File: src/rtl/uart_alu_requester_if.sv
// Bundles the host request handshake and the UART TX/RX FIFO signals of uart_alu_requester.
// master is the requester itself; slave is its environment (host controller plus FIFOs).
interface uart_alu_requester_if #(
    parameter int DATA_WIDTH = 8,
    parameter int OPCODE_SZ  = 6
);
    logic                  i_start;
    logic [OPCODE_SZ-1:0]  i_op_code;
    logic [DATA_WIDTH-1:0] i_op_a;
    logic [DATA_WIDTH-1:0] i_op_b;
    logic                  o_ready;
    logic                  i_tx_full;
    logic                  o_wr_uart;
    logic [DATA_WIDTH-1:0] o_w_data;
    logic                  i_rx_empty;
    logic [DATA_WIDTH-1:0] i_r_data;
    logic                  o_rd_uart;
    logic [DATA_WIDTH-1:0] o_result;
    logic                  o_done;
    logic                  o_timeout;

    modport master (
        input  i_start, i_op_code, i_op_a, i_op_b, i_tx_full, i_rx_empty, i_r_data,
        output o_ready, o_wr_uart, o_w_data, o_rd_uart, o_result, o_done, o_timeout
    );

    modport slave (
        output i_start, i_op_code, i_op_a, i_op_b, i_tx_full, i_rx_empty, i_r_data,
        input  o_ready, o_wr_uart, o_w_data, o_rd_uart, o_result, o_done, o_timeout
    );
endinterface

File: src/rtl/uart_alu_requester.sv
// Host-side UART ALU initiator: sends opcode, A, B into the TX FIFO, then waits for one
// result byte from the RX FIFO, reporting it with o_done or giving up with o_timeout.
module uart_alu_requester #(
    parameter int DATA_WIDTH     = 8,
    parameter int OPCODE_SZ      = 6,
    parameter int TIMEOUT_CYCLES = 50000
) (
    input logic                  i_clk,
    input logic                  i_reset,
    uart_alu_requester_if.master bus
);
    localparam int CW = $clog2(TIMEOUT_CYCLES + 1);
    localparam logic [CW-1:0] LAST_COUNT = CW'(TIMEOUT_CYCLES - 1);

    typedef enum logic [2:0] {IDLE, SEND_OP, SEND_A, SEND_B, WAIT_RESULT} state_t;

    state_t                state;
    state_t                state_next;
    logic [OPCODE_SZ-1:0]  op_code_q;
    logic [DATA_WIDTH-1:0] op_a_q;
    logic [DATA_WIDTH-1:0] op_b_q;
    logic [DATA_WIDTH-1:0] result_q;
    logic                  done_q;
    logic                  timeout_q;
    logic [CW-1:0]         count_q;
    logic                  ready;
    logic                  wr_uart;
    logic                  rd_uart;
    logic [DATA_WIDTH-1:0] w_data;

    always_ff @(posedge i_clk) begin
        if (i_reset) state <= IDLE;
        else         state <= state_next;
    end

    always_comb begin
        state_next = state;
        case (state)
            IDLE:        if (bus.i_start)     state_next = SEND_OP;
            SEND_OP:     if (!bus.i_tx_full)  state_next = SEND_A;
            SEND_A:      if (!bus.i_tx_full)  state_next = SEND_B;
            SEND_B:      if (!bus.i_tx_full)  state_next = WAIT_RESULT;
            WAIT_RESULT: if (!bus.i_rx_empty || count_q == LAST_COUNT) state_next = IDLE;
            default:     state_next = IDLE;
        endcase
    end

    // FIFO strobes are combinational so a freed slot or a fresh byte is used the same cycle.
    always_comb begin
        ready   = 1'b0;
        wr_uart = 1'b0;
        rd_uart = 1'b0;
        w_data  = '0;
        case (state)
            IDLE: begin
                ready   = 1'b1;
                rd_uart = !bus.i_rx_empty;
            end
            SEND_OP: begin
                wr_uart = !bus.i_tx_full;
                if (!bus.i_tx_full) w_data = DATA_WIDTH'(op_code_q);
            end
            SEND_A: begin
                wr_uart = !bus.i_tx_full;
                if (!bus.i_tx_full) w_data = op_a_q;
            end
            SEND_B: begin
                wr_uart = !bus.i_tx_full;
                if (!bus.i_tx_full) w_data = op_b_q;
            end
            WAIT_RESULT: rd_uart = !bus.i_rx_empty;
            default: ready = 1'b0;
        endcase
    end

    // A byte arriving on the last wait cycle still counts as a result, not a timeout.
    always_ff @(posedge i_clk) begin
        if (i_reset) begin
            op_code_q <= '0;
            op_a_q    <= '0;
            op_b_q    <= '0;
            result_q  <= '0;
            done_q    <= 1'b0;
            timeout_q <= 1'b0;
            count_q   <= '0;
        end else begin
            done_q    <= 1'b0;
            timeout_q <= 1'b0;
            case (state)
                IDLE: begin
                    if (bus.i_start) begin
                        op_code_q <= bus.i_op_code;
                        op_a_q    <= bus.i_op_a;
                        op_b_q    <= bus.i_op_b;
                    end
                end
                SEND_B: if (!bus.i_tx_full) count_q <= '0;
                WAIT_RESULT: begin
                    if (!bus.i_rx_empty) begin
                        result_q <= bus.i_r_data;
                        done_q   <= 1'b1;
                    end else if (count_q == LAST_COUNT) begin
                        timeout_q <= 1'b1;
                    end else begin
                        count_q <= count_q + 1'b1;
                    end
                end
                default: ;
            endcase
        end
    end

    assign bus.o_ready   = ready;
    assign bus.o_wr_uart = wr_uart;
    assign bus.o_w_data  = w_data;
    assign bus.o_rd_uart = rd_uart;
    assign bus.o_result  = result_q;
    assign bus.o_done    = done_q;
    assign bus.o_timeout = timeout_q;
endmodule

File: src/flat_wrapper.sv
// flat-port wrapper written by rule: the top's interface ports become plain ports
module uart_alu_requester_flat 
#(
    parameter int DATA_WIDTH     = 8,
    parameter int OPCODE_SZ      = 6,
    parameter int TIMEOUT_CYCLES = 50000
)
  (i_clk, i_reset, bus_i_start, bus_i_op_code, bus_i_op_a, bus_i_op_b, bus_i_tx_full, bus_i_rx_empty, bus_i_r_data, bus_o_ready, bus_o_wr_uart, bus_o_w_data, bus_o_rd_uart, bus_o_result, bus_o_done, bus_o_timeout);
  uart_alu_requester_if #(.DATA_WIDTH(DATA_WIDTH), .OPCODE_SZ(OPCODE_SZ)) bus_i ();
  input logic i_clk;
  input logic i_reset;
  input wire logic [$bits(bus_i.i_start)-1:0] bus_i_start;
  input wire logic [$bits(bus_i.i_op_code)-1:0] bus_i_op_code;
  input wire logic [$bits(bus_i.i_op_a)-1:0] bus_i_op_a;
  input wire logic [$bits(bus_i.i_op_b)-1:0] bus_i_op_b;
  input wire logic [$bits(bus_i.i_tx_full)-1:0] bus_i_tx_full;
  input wire logic [$bits(bus_i.i_rx_empty)-1:0] bus_i_rx_empty;
  input wire logic [$bits(bus_i.i_r_data)-1:0] bus_i_r_data;
  output wire logic [$bits(bus_i.o_ready)-1:0] bus_o_ready;
  output wire logic [$bits(bus_i.o_wr_uart)-1:0] bus_o_wr_uart;
  output wire logic [$bits(bus_i.o_w_data)-1:0] bus_o_w_data;
  output wire logic [$bits(bus_i.o_rd_uart)-1:0] bus_o_rd_uart;
  output wire logic [$bits(bus_i.o_result)-1:0] bus_o_result;
  output wire logic [$bits(bus_i.o_done)-1:0] bus_o_done;
  output wire logic [$bits(bus_i.o_timeout)-1:0] bus_o_timeout;
  assign bus_i.i_start = bus_i_start;
  assign bus_i.i_op_code = bus_i_op_code;
  assign bus_i.i_op_a = bus_i_op_a;
  assign bus_i.i_op_b = bus_i_op_b;
  assign bus_i.i_tx_full = bus_i_tx_full;
  assign bus_i.i_rx_empty = bus_i_rx_empty;
  assign bus_i.i_r_data = bus_i_r_data;
  assign bus_o_ready = bus_i.o_ready;
  assign bus_o_wr_uart = bus_i.o_wr_uart;
  assign bus_o_w_data = bus_i.o_w_data;
  assign bus_o_rd_uart = bus_i.o_rd_uart;
  assign bus_o_result = bus_i.o_result;
  assign bus_o_done = bus_i.o_done;
  assign bus_o_timeout = bus_i.o_timeout;
  uart_alu_requester #(.DATA_WIDTH(DATA_WIDTH), .OPCODE_SZ(OPCODE_SZ), .TIMEOUT_CYCLES(TIMEOUT_CYCLES)) u_core (.i_clk(i_clk), .i_reset(i_reset), .bus(bus_i));
endmodule
File: config.mk
export PLATFORM = sky130hd
export DESIGN_NAME = uart_alu_requester_flat
export DESIGN_NICKNAME = d
export VERILOG_FILES = /design/src/rtl/uart_alu_requester_if.sv /design/src/rtl/uart_alu_requester.sv /design/src/flat_wrapper.sv
export SDC_FILE = /design/constraint.sdc
export NUM_CORES = 1
export LEC_CHECK = 0
export BUFFER_PORTS_ARGS = -buffer_cell sky130_fd_sc_hd__buf_4
export CORE_AREA = 2 2 66 68
export CTS_BUF_LIST = sky130_fd_sc_hd__clkbuf_4
export CTS_CLUSTER_SIZE = 14
export DETAILED_ROUTE_END_ITERATION = 16
export DIE_AREA = 0 0 68 70
export PLACE_DENSITY_LB_ADDON = 0.1
export SKIP_CTS_REPAIR_TIMING = 1
export SLEW_MARGIN = 20
export SYNTH_ARGS = -nofsm -noshare
export SYNTH_HDL_FRONTEND = slang
export SYNTH_SLANG_ARGS = --single-unit
File: constraint.sdc
create_clock -name i_clk -period 2.7 [get_ports i_clk]
set_clock_uncertainty 0.2 [all_clocks]
set_input_delay 0.54 -clock i_clk [delete_from_list [all_inputs] [get_ports i_clk]]
set_output_delay 0.54 -clock i_clk [all_outputs]
set_load 0.05 [all_outputs]
==> results of run 1 <==
==> power by group <==
| part | internal [mW] | switching (mW) |
|---|---|---|
| clock network | 0.0975 | 0.237 |
| logic | 0.0907 | 0.121 |
| registers | 0.782 | 0.0238 |
==> placed cells by master, fill, tap and decap left out, drive strengths merged, types with 2 or more instances in the layout <==
cell type   n
nor4        2
or3        10
clkbuf      5
and4        3
nand3b      2
mux2        6
nand2      69
and2        4
buf        58
o21ai      12
dfxtp      51
nor3        5
or4         4
a21oi      43
clkinv      3
nor2b       2
nor2       17
xnor2       2
a22oi       6
inv         2
nand3       6
nand4       6
mux2i       2
==> layer usage <==
metal | global-route usage, % | vias up | routed length, um
met2 | 37.1 | 39 | 2410
li1 | - | 1086 | -
met5 | 0 | - | 0
met3 | 6.76 | 6 | 224
met1 | 26.6 | 973 | 2210
met4 | 7.11 | 0 | 63
==> logic make-up after synthesis <==
kind of cell	synth area share [%]
xor+xnor	1.15
compound gates	16.0
flops	44.6
simple gates	29.9
mux	3.83
fa+ha+maj	0.547
buf+inv	3.88
==> layout make-up <==
cell class / instances / area (um2) / share of cell area, %
well taps: 52 / 65.1 / 2.36
clock buffers: 5 / 37.5 / 1.36
repair buffers: 58 / 435 / 15.8
inverters: 2 / 7.51 / 0.272
clock inverters: 3 / 15.0 / 0.544
multi-input cells: 214 / 1180 / 42.7
flip-flops and latches: 51 / 1020 / 37.0
==> worst paths after layout <==
check	from	endpoint	slack, ns	cells after the start
max	u_core.state[0]	bus_o_w_data[5]	0.19	4
min	bus_i_op_b[7]	u_core.op_b_q[7]	0.19	3
max reg2reg	u_core.state[0]	u_core.count_q[14]	0.51	5
min reg2reg	u_core.op_b_q[1]	u_core.op_b_q[1]	0.26	2
==> state kept, by name (all words and copies together), names as in the netlist <==
name / flops
u_core.op_code_q: 6
u_core.op_a_q: 8
u_core.state: 3
u_core.count_q: 16
u_core.bus.o_timeout: 1
u_core.bus.o_result: 8
u_core.op_b_q: 8
u_core.bus.o_done: 1
==> worst max-delay path: stages (launching register included) <==
cell and delay, ns:
sky130_fd_sc_hd__dfxtp_2 0.51, sky130_fd_sc_hd__nor2b_1 0.40, sky130_fd_sc_hd__a22oi_1 0.15, sky130_fd_sc_hd__nor2_1 0.13, sky130_fd_sc_hd__buf_4 0.21
==> through the flow <==
stage | cells | total power [mW] | utilization [%]
after floorplan | 284 | 0.956 | -
after global placement | 377 | 1.03 | 65.3
after detailed placement | 377 | 1.04 | 65.3
after CTS | 385 | 1.37 | 66.6
after global routing | 385 | 1.41 | 66.6
final | 385 | 1.35 | 66.6
==> results.md, run 1 <==
- The run finished with clean final reports.
- In this run the worst path has a maximum fanout of 11.
- Setup violations remaining at the end of the flow were counted as 0.
- Counting instances in the post-synthesis netlist gives the leading cell types as 69 x sky130_fd_sc_hd__nand2_1, 51 x sky130_fd_sc_hd__dfxtp_1, 43 x sky130_fd_sc_hd__a21oi_1.
- The first-pass GRT wire length is 8.22 mm.
- The clock tree synthesis step divided the H-tree into 2 levels.
- The number of vias per cell after detailed routing is 5.46.
- The via count of the first global-routing pass came to 1918.
- The synthesis-stage register bit count is 51.
- The average routed wire per standard cell is 12.7 um.
- The area of the mapped netlist is 0.00229 mm2.
- The layout cell share with drive strength beyond 1 is 23.7%.
- The post-layout instance area is 0.00276 mm2.
- The layout has 374 filler cells.
- Entering global routing, the biggest net connects 39 pins.
- The height of the die is 70 um.
- The routability congestion estimate from global placement is 0.745.
- The placeable core area is 0.00414 mm2.
- By area the synthesized netlist is led by sky130_fd_sc_hd__dfxtp_1 45%, sky130_fd_sc_hd__nand2_1 11%, sky130_fd_sc_hd__a21oi_1 9.4%.
- The clock root buffer master is sky130_fd_sc_hd__clkbuf_4.
- The final setup TNS is 0 ns.
- Data on the critical path arrives at its endpoint at 1.77 ns.
- The async set-or-reset flop fraction in the synthesized netlist is 0%.
- For the finished layout, the period the worst path requires is 2.51 ns.
- Setup repair after global routing left no endpoint under its margin.
- The worst path uses 92.9% of the clock period.
- For this design the top-level I/O count stands at 56.
- The buffer levels on the longest clock path is 2.
- The most instantiated library cell after synthesis is sky130_fd_sc_hd__nand2_1.
- The number of antenna violations at the first check in global routing came to 0.
- The final hold slack is 0.193 ns.
- The placement-stage cell area is 0.00271 mm2.
- The standard-cell row count is 24.
- The detailed-placement wirelength estimate is 3.48 mm.
- The total iterations of the first detailed-routing run is 4.
- During synthesis, Yosys emitted a total of 0 warnings.
- Once routing completed, OpenROAD measured the worst setup slack at 0.190 ns.
- The detailed-route wire length is 4.91 mm.
- The fmax is 398 MHz.
- The slew of the pin with the lowest slew margin is 0.689 ns.
- The first routing iteration left 75 violations.
- The number of flops mapped to enable cells by yosys is 0.
- Detailed routing inserted a total of 2104 vias.
- The synthesized netlist contains 43 unique library cells.
- By startpoint and endpoint, the worst setup path is classified as reg2out.
- The number of violations of the max-capacitance limit is 0.
- The number of max-slew violations in the final report is 0.
- The clock sink count is 51.
- The average cell area after synthesis is 8.05 um2.
- The die area is 0.00476 mm2.
- The initial core utilization is 55.2%.
- The number of nets produced by synthesis is 320.
- Synthesis handed over a netlist of 284 instances.
- The worst setup path is captured at an output pin.
- The top cell type's share of synthesized area is 44.6%.
- Buffers inserted during clock tree synthesis total 5.
- The clock transition time at the flip-flop clock pins of the worst setup and hold paths is 0.15 ns.
- For this run, the leading register cell type out of synthesis is sky130_fd_sc_hd__dfxtp_1.
- The final routed DRC violation total is 0.
- The cell type contributing the most total cell area after synthesis is sky130_fd_sc_hd__dfxtp_1.
- The later pin in the worst-skew pair is clocked with a latency of 0.37 ns.
- The worst hold path belongs to the class in2reg.
- The signed area change from the synthesized netlist to the final layout is 20.7%.
- The count of nets left with antenna violations once routing finished came out at 0.
- The startpoint type of the worst setup path is a register.
- Headroom to the max-slew limit came out at 53.9%.
- The overall routing resource usage is 22.2%.
- The clock tree from TritonCTS is done.
- The number of endpoints with negative hold slack in the final report is 0.
- The total leakage power is 1.07 nW.
- The power per unit of standard cell area is 490 mW/mm2.
- Before CTS, the worst setup slack after placement is 0.405 ns.
- The sum of overflow across all layers after global routing is 0.
- The antenna diode count is 0.
- The number of nets in the final layout is 368.
- The sequential-to-total area share from yosys stat is 44.6%.
- The die span in x is 68 um.
- The worst-case IR drop observed on VDD is 0.000327 V.
- At the worst endpoint, the required time is 1.96 ns.
- In this run the tool buffered the top-level ports with 55 buffer cells.
Note: power is estimated with default switching activity, not from simulation.
==> inputs of run 2 (changes only) <==
--- a/config.mk
+++ b/config.mk
@@ -6,11 +6,11 @@
 export NUM_CORES = 1
 export LEC_CHECK = 0
 export BUFFER_PORTS_ARGS = -buffer_cell sky130_fd_sc_hd__buf_4
-export CORE_AREA = 2 2 66 68
+export CORE_AREA = 2 2 68 70
 export CTS_BUF_LIST = sky130_fd_sc_hd__clkbuf_4
 export CTS_CLUSTER_SIZE = 14
 export DETAILED_ROUTE_END_ITERATION = 16
-export DIE_AREA = 0 0 68 70
+export DIE_AREA = 0 0 70 72
 export PLACE_DENSITY_LB_ADDON = 0.1
 export SKIP_CTS_REPAIR_TIMING = 1
 export SLEW_MARGIN = 20
==> constraint.sdc (replaced) <==
create_clock -name i_clk -period 2.81 [get_ports i_clk]
set_clock_uncertainty 0.2 [all_clocks]
set_input_delay 0.562 -clock i_clk [delete_from_list [all_inputs] [get_ports i_clk]]
set_output_delay 0.562 -clock i_clk [all_outputs]
set_load 0.05 [all_outputs]
==> run 2 against run 1 <==
Against the previous run: worst hold slack better by 0.023 ns; clock-buffer cell count unchanged; register-to-register slack better by 0.08 ns; largest power group unchanged; total power down 3.9%; critical path depth up 1.
==> results.md, run 2 (synthesis results as in run 1) <==
- The number of antenna violations at the first check in global routing was 0.
- For this run, design rule violations remaining after detail routing come to 0.
- The sum of overflow across all layers after global routing is 0.
- The largest delay contributor family on the critical path is flip-flops.
- The total power of the final layout is 1.30 mW.
- The routed via count is 2124.
- The layout cell share with drive strength beyond 1 is 22.6%.
- The die span in x is 70 um.
- The worst hold path begins at bus_i_op_b[7].
- The cell sitting at the root of the clock tree is a sky130_fd_sc_hd__clkbuf_4.
- Along the worst hold path, the cell count comes to 3.
- The repair_antennas step left the layout with diodes totalling 0.
- Measured along the y axis, the die boundary spans 72 um.
- The worst setup path is of the reg2out kind.
- The detailed-placement wirelength estimate is 3.47 mm.
- For this run, the slowest stage of the critical path takes 0.49 ns.
- Subtracting the final worst setup slack from the clock period gives 2.66 ns.
- The first-pass GRT wire length is 8.37 mm.
- The final setup TNS is 0 ns.
- The register with the most flip-flops is u_core.count_q.
- The cell with the largest stage delay on the worst path is sky130_fd_sc_hd__dfxtp_1.
- For this design the static power due to leakage is 1.05 nW.
- The count of input and output buffers is 55.
- The worst endpoint data arrival time is 1.90 ns.
- Walking the worst path, the cells encountered are buf_4 > mux2_2 > a22oi_1 > nor2_1 > buf_4.
- The number of buffers added by the clock tree synthesis step is 5.
- STA classifies the critical path startpoint as a register.
- The worst register-to-register path begins at u_core.state[0].
- The power per unit of standard cell area is 472 mW/mm2.
- Of all nets on the critical path, the largest fanout is 13.
- The number of nets in the final layout is 367.
- The final antenna-violating net count is 0.
- The initial utilization of the core area, before any placement, comes to 53.6%.
- The number of max-slew violations in the final report came to 0.
- The total iterations of the first detailed-routing run is 4.
- The average routed wire per standard cell is 13.0 um.
- The clock sink count is 51.
- The number of buffers and inverters on the critical path is 2.
- The met1 layer usage reported by global route is 25.0%.
- The number of endpoints with negative hold slack in the final report is 0.
- The floorplan has 24 rows.
- The cell count along the critical path is 5.
- The routability congestion estimate from global placement is 0.740.
- The launch point of the worst path is u_core.state[0].
- The via count of the first global-routing pass is 1881.
- At the worst endpoint, the required time is 2.05 ns.
- In the global route stage, overall resource usage came out at 20.4%.
- The first-iteration detailed-routing DRC count is 92.
- The clock latency of the later-clocked register in the worst-skew pair is 0.37 ns.
- Setup repair after global routing left no endpoint under its margin.
- TritonCTS built the clock tree.
- The detailed-route wire length is 4.99 mm.
- The setup violation total in the final timing report is 0.
- The final critical-path share of the clock period is 94.8%.
- The core region is 0.00426 mm2.
- Hold timing on the final database bottoms out at a slack of 0.216 ns.
- The maximum number of pins on one net before global-route repair is 39.
- The met2 track demand over resource in global routing is 34.8%.
- The flow ran to the end, and the final reports show no timing, DRC or antenna violations.
- Following the worst setup path forward leads to its endpoint at bus_o_w_data[5].
- Measured in cells, the most critical reg-to-reg path has a length of 5.
- The register with the most flip-flops in the layout has 16 of them.
- At the pin with the least slew margin, the transition time is 0.766 ns.
- The fmax is 376 MHz.
- STA classifies the critical path endpoint as an output pin.
- The minimum setup slack among reg-to-reg paths is 0.59 ns.
- After detailed routing, the number of vias per cell comes to 5.53.
- The die area is 0.00504 mm2.
- The most numerous cell type found on the critical path is sky130_fd_sc_hd__buf_4.
- In this run the critical register-to-register path is captured at u_core.count_q[12].
- From synthesis to final layout, the design area changed by 20.3%.
- In the layout the commonest cells are 69 x sky130_fd_sc_hd__nand2_1, 57 x sky130_fd_sc_hd__buf_4, 51 x sky130_fd_sc_hd__dfxtp_1, 43 x sky130_fd_sc_hd__a21oi_1, 17 x sky130_fd_sc_hd__nor2_1.
- The peak supply drop is 0.000343 V.
- Counting along the longest clock path gives a buffer depth of 2.
- In this run the number of H-tree levels came out at 2.
- The global-route layer with the greatest usage is met2.
- For this design the top-level I/O count stands at 56.
- The number of violations of the max-capacitance limit is 0.
- The most frequent standard cell in the layout excluding fill and tap cells is sky130_fd_sc_hd__nand2_1.
- The worst hold path class is in2reg.
- For met3 alone, demand over resource in global routing was 4.58%.
- The clock transition time at the flip-flop clock pins of the worst setup and hold paths is 0.14 ns.
- The relative slew slack is 48.9%.
==> run 2: cell count changes in the layout (fill, tap and decap cells not counted), sizes merged <==
| cell | change |
|---|---|
| clkinvlp | +1 |
| clkinv | -1 |
| buf | -1 |
==> run 2: metrics by stage <==
stage | cell area, um2 | setup WS [ns] | util (%) | std cells
2_1_floorplan | 2290 | 0.145 | - | 284
6_report | 2750 | 0.147 | 64.5 | 384
3_5_place_dp | 2700 | 0.445 | 63.3 | 376
4_1_cts | 2750 | 0.138 | 64.5 | 384
3_3_place_gp | 2700 | 0.517 | 63.3 | 376
5_1_grt | 2750 | 0.0347 | 64.5 | 384
==> run 2: metal layers <==
metal	vias to the layer above	share of wire, %
li1	1091	-
met5	-	0
met2	51	48
met4	0	1.4
met1	977	45
met3	5	5.0
==> run 2: cell type report <==
type	count	area, um2
clock inverters	3	15.0
clock buffers	5	37.5
multi-input cells	214	1180
well taps	52	65.1
repair buffers	57	428
fillers	398	1510
inverters	2	7.51
flip-flops and latches	51	1020
==> run 2: worst register-to-register path, delay by kind of cell, from the launching register on <==
family	cells	cell delay [ns]
AND/OR/NAND/NOR	3	1.21
flip-flops	1	0.41
AO/OA/AOI/OAI	1	0.14
buffers and inverters	1	0.22
==> run 2: power breakdown <==
group | switching [mW] | internal, mW
Clock | 0.229 | 0.0922
Combinational | 0.122 | 0.0850
Sequential | 0.0199 | 0.751
Total | 0.371 | 0.928
==> run 2: how the worst min path moves through the flow <==
stage / end / slack [ns]
after detailed placement: u_core.op_a_q[5] / 0.25
after global routing: u_core.bus.o_result[3] / 0.20
after floorplan: u_core.op_b_q[0] / 0.23
after global placement: u_core.op_b_q[2] / 0.24
after CTS: u_core.op_b_q[7] / 0.21
final: u_core.op_b_q[7] / 0.22
==> inputs of run 3 (changes only) <==
--- a/config.mk
+++ b/config.mk
@@ -5,13 +5,14 @@
 export SDC_FILE = /design/constraint.sdc
 export NUM_CORES = 1
 export LEC_CHECK = 0
+export ABC_AREA = 1
 export BUFFER_PORTS_ARGS = -buffer_cell sky130_fd_sc_hd__buf_4
-export CORE_AREA = 2 2 68 70
+export CORE_AREA = 2 2 72 74
 export CTS_BUF_LIST = sky130_fd_sc_hd__clkbuf_4
 export CTS_CLUSTER_SIZE = 14
 export DETAILED_ROUTE_END_ITERATION = 16
-export DIE_AREA = 0 0 70 72
-export PLACE_DENSITY_LB_ADDON = 0.1
+export DIE_AREA = 0 0 74 76
+export PLACE_DENSITY = 0.8
 export SKIP_CTS_REPAIR_TIMING = 1
 export SLEW_MARGIN = 20
 export SYNTH_ARGS = -nofsm -noshare
==> run 3 against run 2 <==
Against the previous run: cell count is 35% higher; non-clock buffer count is 3 higher; largest power group unchanged; worst hold slack improved by 0.030 ns; wire length up 33%; first-iteration DRC count grew 110%; maximum frequency up 1.5%; clock power increased by 5%; synthesized area grew 17%.
==> results.md, run 3 <==
- The completed layout was analyzed and its total power is 2.04 mW.
- The buffer levels on the longest clock path is 2.
- After clock tree synthesis, the clock-pin slew on the worst setup and hold paths is 0.15 ns.
- The routed layout has 2737 vias.
- The power per unit of standard cell area is 631 mW/mm2.
- The flip-flop count of the largest register after layout is 16.
- The via count of the first global-routing pass is 2458.
- At the placement stage, the worst setup path has a slack of 0.539 ns.
- For this block, the initial DRC count from the detailed router was 191.
- The async set-or-reset flop fraction in the synthesized netlist is 0%.
- The root buffer cell chosen for the clock tree is sky130_fd_sc_hd__clkbuf_4.
- The average routed wire per standard cell is 12.8 um.
- 0 antenna diodes ended up in the layout.
- In the routed layout, each cell is associated on average with a via count of 5.27.
- The switching power is 0.878 mW.
- The clock network power share is 16.5%.
- The sequential-to-total area share from yosys stat is 38.1%.
- The number of nets in the final layout is 484.
- The final setup TNS is 0 ns.
- The part of the total power dissipated in combinational logic is 40.7%.
- The floorplan step set the die height to 76 um.
- In the routed design, unresolved DRC markers number 0.
- In this run the static leakage power is 1.20 nW.
- Yosys mapped the design onto 32 distinct sky130hd cell types.
- The run finished with clean final reports.
- The final critical-path share of the clock period is 93.4%.
- The maximum number of pins on one net before global-route repair is 50.
- The share of total power in sequential cells is 42.8%.
- The die span in x is 74 um.
- The standard-cell row count is 26.
- The startpoint type of the worst setup path is a register.
- The top cell type's share of synthesized area is 38.1%.
- The worst setup path is captured at an output pin.
- The clock latency of the later-clocked register in the worst-skew pair is 0.38 ns.
- The relative slew slack is 52.1%.
- For the finished layout, the period the worst path requires is 2.62 ns.
- The clock sink count is 51.
- The data required time of the worst path is 2.05 ns.
- For this run, the number of Yosys warnings is 0.
- In this run the most used layer during global routing was met2.
- Setup repair after global routing left no endpoint under its margin.
- The worst-path maximum fanout is 9.
- Summed over all layers, the routed wires come to 6.63 mm.
- The most frequent standard cell in the layout excluding fill and tap cells is sky130_fd_sc_hd__nand2_1.
- In the global route stage, met1 resource usage came out at 30.6%.
- The detailed-placement wirelength estimate is 4.83 mm.
- Once routing completed, OpenROAD measured the worst setup slack at 0.186 ns.
- Averaged over all synthesized cells, the footprint is 6.76 um2.
- After detailed placement, the total cell area comes to 0.00318 mm2.
- The core utilization of the finished layout is 65.9%.
- The reg-to-reg critical path startpoint is u_core.count_q[0].
- The H-tree generated during clock tree synthesis spans 2 levels.
- The count of fill cells added during filler insertion is 447.
- After technology mapping, the gate count stands at 397.
- The clock tree from TritonCTS is done.
- The number of endpoints with negative hold slack in the final report was 0.
- The worst endpoint data arrival time is 1.86 ns.
- The die area is 0.00562 mm2.
- Timing would allow up to 381 MHz.
- The number of clock buffers added by TritonCTS is 5.
- The tightest min-delay check is of the in2reg type.
- The internal portion of total power is 1.16 mW.
- Setup violations remaining at the end of the flow were counted as 0.
- The startpoint identified for the worst hold timing path is bus_i_op_b[2].
- The sum of overflow across all layers after global routing is 0.
- The placeable core area is 0.00491 mm2.
- Hold is met by 0.246 ns.
- The number of max-slew violations in the final report is 0.
- The slew of the pin with the lowest slew margin is 0.717 ns.
- The largest total area in the synthesized netlist belongs to sky130_fd_sc_hd__dfxtp_1.
- Including well taps, the total number of placed cells is 511.
- The tool flagged a number of max-cap violations equal to 0.
- The most used flip-flop cell after synthesis is sky130_fd_sc_hd__dfxtp_1.
- The overall routing resource usage is 24.3%.
- The commonest cells after synthesis are 113 x sky130_fd_sc_hd__nand2_1, 51 x sky130_fd_sc_hd__dfxtp_1, 46 x sky130_fd_sc_hd__nand3_1, 46 x sky130_fd_sc_hd__nor2_1, 39 x sky130_fd_sc_hd__a21oi_1.
- The total iterations of the first detailed-routing run is 4.
- Counting flops per register, the top entry is u_core.count_q.
- Yosys attributes the largest share of cell area to sky130_fd_sc_hd__dfxtp_1 38%, sky130_fd_sc_hd__nand2_1 16%, sky130_fd_sc_hd__nand3_1 8.6%.
- Counting every net in the synthesized netlist gives 433.
- The layout cell share with drive strength beyond 1 is 24.3%.
- The area of the mapped netlist is 0.00268 mm2.
- The class of the most critical setup path is reg2out.
- The launch point of the worst path is u_core.state[2].
- The met2 track demand over resource in global routing is 41.4%.
- The peak supply drop is 0.000291 V.
- The signed area change from the synthesized netlist to the final layout is 20.7%.
- The final antenna-violating net count is 0.
- After routing the design area is 0.00324 mm2.
- Routability-driven placement finished with a final weighted congestion of 0.954.
- Port buffering added 55 buffers.
- Counting flops and latches in the post-synthesis netlist gives 51.
- The library cells used most frequently in the layout, excluding fill and tap cells, are 113 x sky130_fd_sc_hd__nand2_1, 60 x sky130_fd_sc_hd__buf_4, 51 x sky130_fd_sc_hd__dfxtp_1, 46 x sky130_fd_sc_hd__nand3_1, 44 x sky130_fd_sc_hd__nor2_1.
- The most instantiated library cell after synthesis is sky130_fd_sc_hd__nand2_1.
- The first-pass GRT wire length is 11.0 mm.
- The number of antenna violations at the first check in global routing is 0.
- The area used by multi-input combinational logic is 0.00152 mm2.
- For this design the top-level I/O count stands at 56.
- Once the floorplan was initialized, standard cells occupied 54.6% of the core.
- The filler-free cell count of the finished design is 519.
- The met3 routing resource usage after global routing is 3.97%.
- Yosys mapped a number of flops with a built-in enable equal to 0.
- Across the whole layout, storage elements account for 0.00102 mm2.
- The switching portion of total power is 43.0%.
-- run 3: final timing paths --
check	to	cells after the start	slack, ns
min	u_core.op_b_q[2]	3	0.25
max reg2reg	u_core.count_q[14]	8	0.58
min reg2reg	u_core.bus.o_result[2]	2	0.27
max	bus_o_w_data[7]	6	0.19
-- run 3: power groups by stage --
stage / sequential, mW / clock (mW) / combinational (mW)
4_1_cts: 0.873 / 0.350 / 0.830
5_1_grt: 0.886 / 0.378 / 0.909
3_3_place_gp: 0.884 / 0 / 0.814
3_5_place_dp: 0.888 / 0 / 0.827
6_report: 0.875 / 0.336 / 0.830
2_1_floorplan: 0.886 / 0 / 0.625
-- run 3: worst max-delay path, stage by stage (launching register included) --
cell and delay [ns]:
sky130_fd_sc_hd__dfxtp_1 0.49, sky130_fd_sc_hd__nor2_1 0.12, sky130_fd_sc_hd__nand2_1 0.10, sky130_fd_sc_hd__clkinv_1 0.26, sky130_fd_sc_hd__a22oi_1 0.26, sky130_fd_sc_hd__nor2_2 0.05
sky130_fd_sc_hd__buf_4 0.20
-- run 3: layer usage --
metal | vias up | routed length, um
met3 | 6 | 374
met1 | 1258 | 3010
li1 | 1403 | -
met4 | 0 | 63
met2 | 70 | 3190
met5 | - | 0
-- run 3: layout make-up --
type                    instances  share of cell area [%]
inverters                      27                    3.13
clock buffers                   5                    1.16
clock inverters                 3                   0.580
flip-flops and latches         51                    31.5
well taps                      70                    2.71
repair buffers                 60                    13.9
multi-input cells             303                    47.0
-- run 3: cells by family after synthesis --
logic type	synth area share, %
DFF	38.1
adders and majority gates	0.466
xor gates and xnor gates	1.96
buffers and inverters	7.28
AOI/OAI and AO/OA	13.2
and+or+nand+nor	39.0
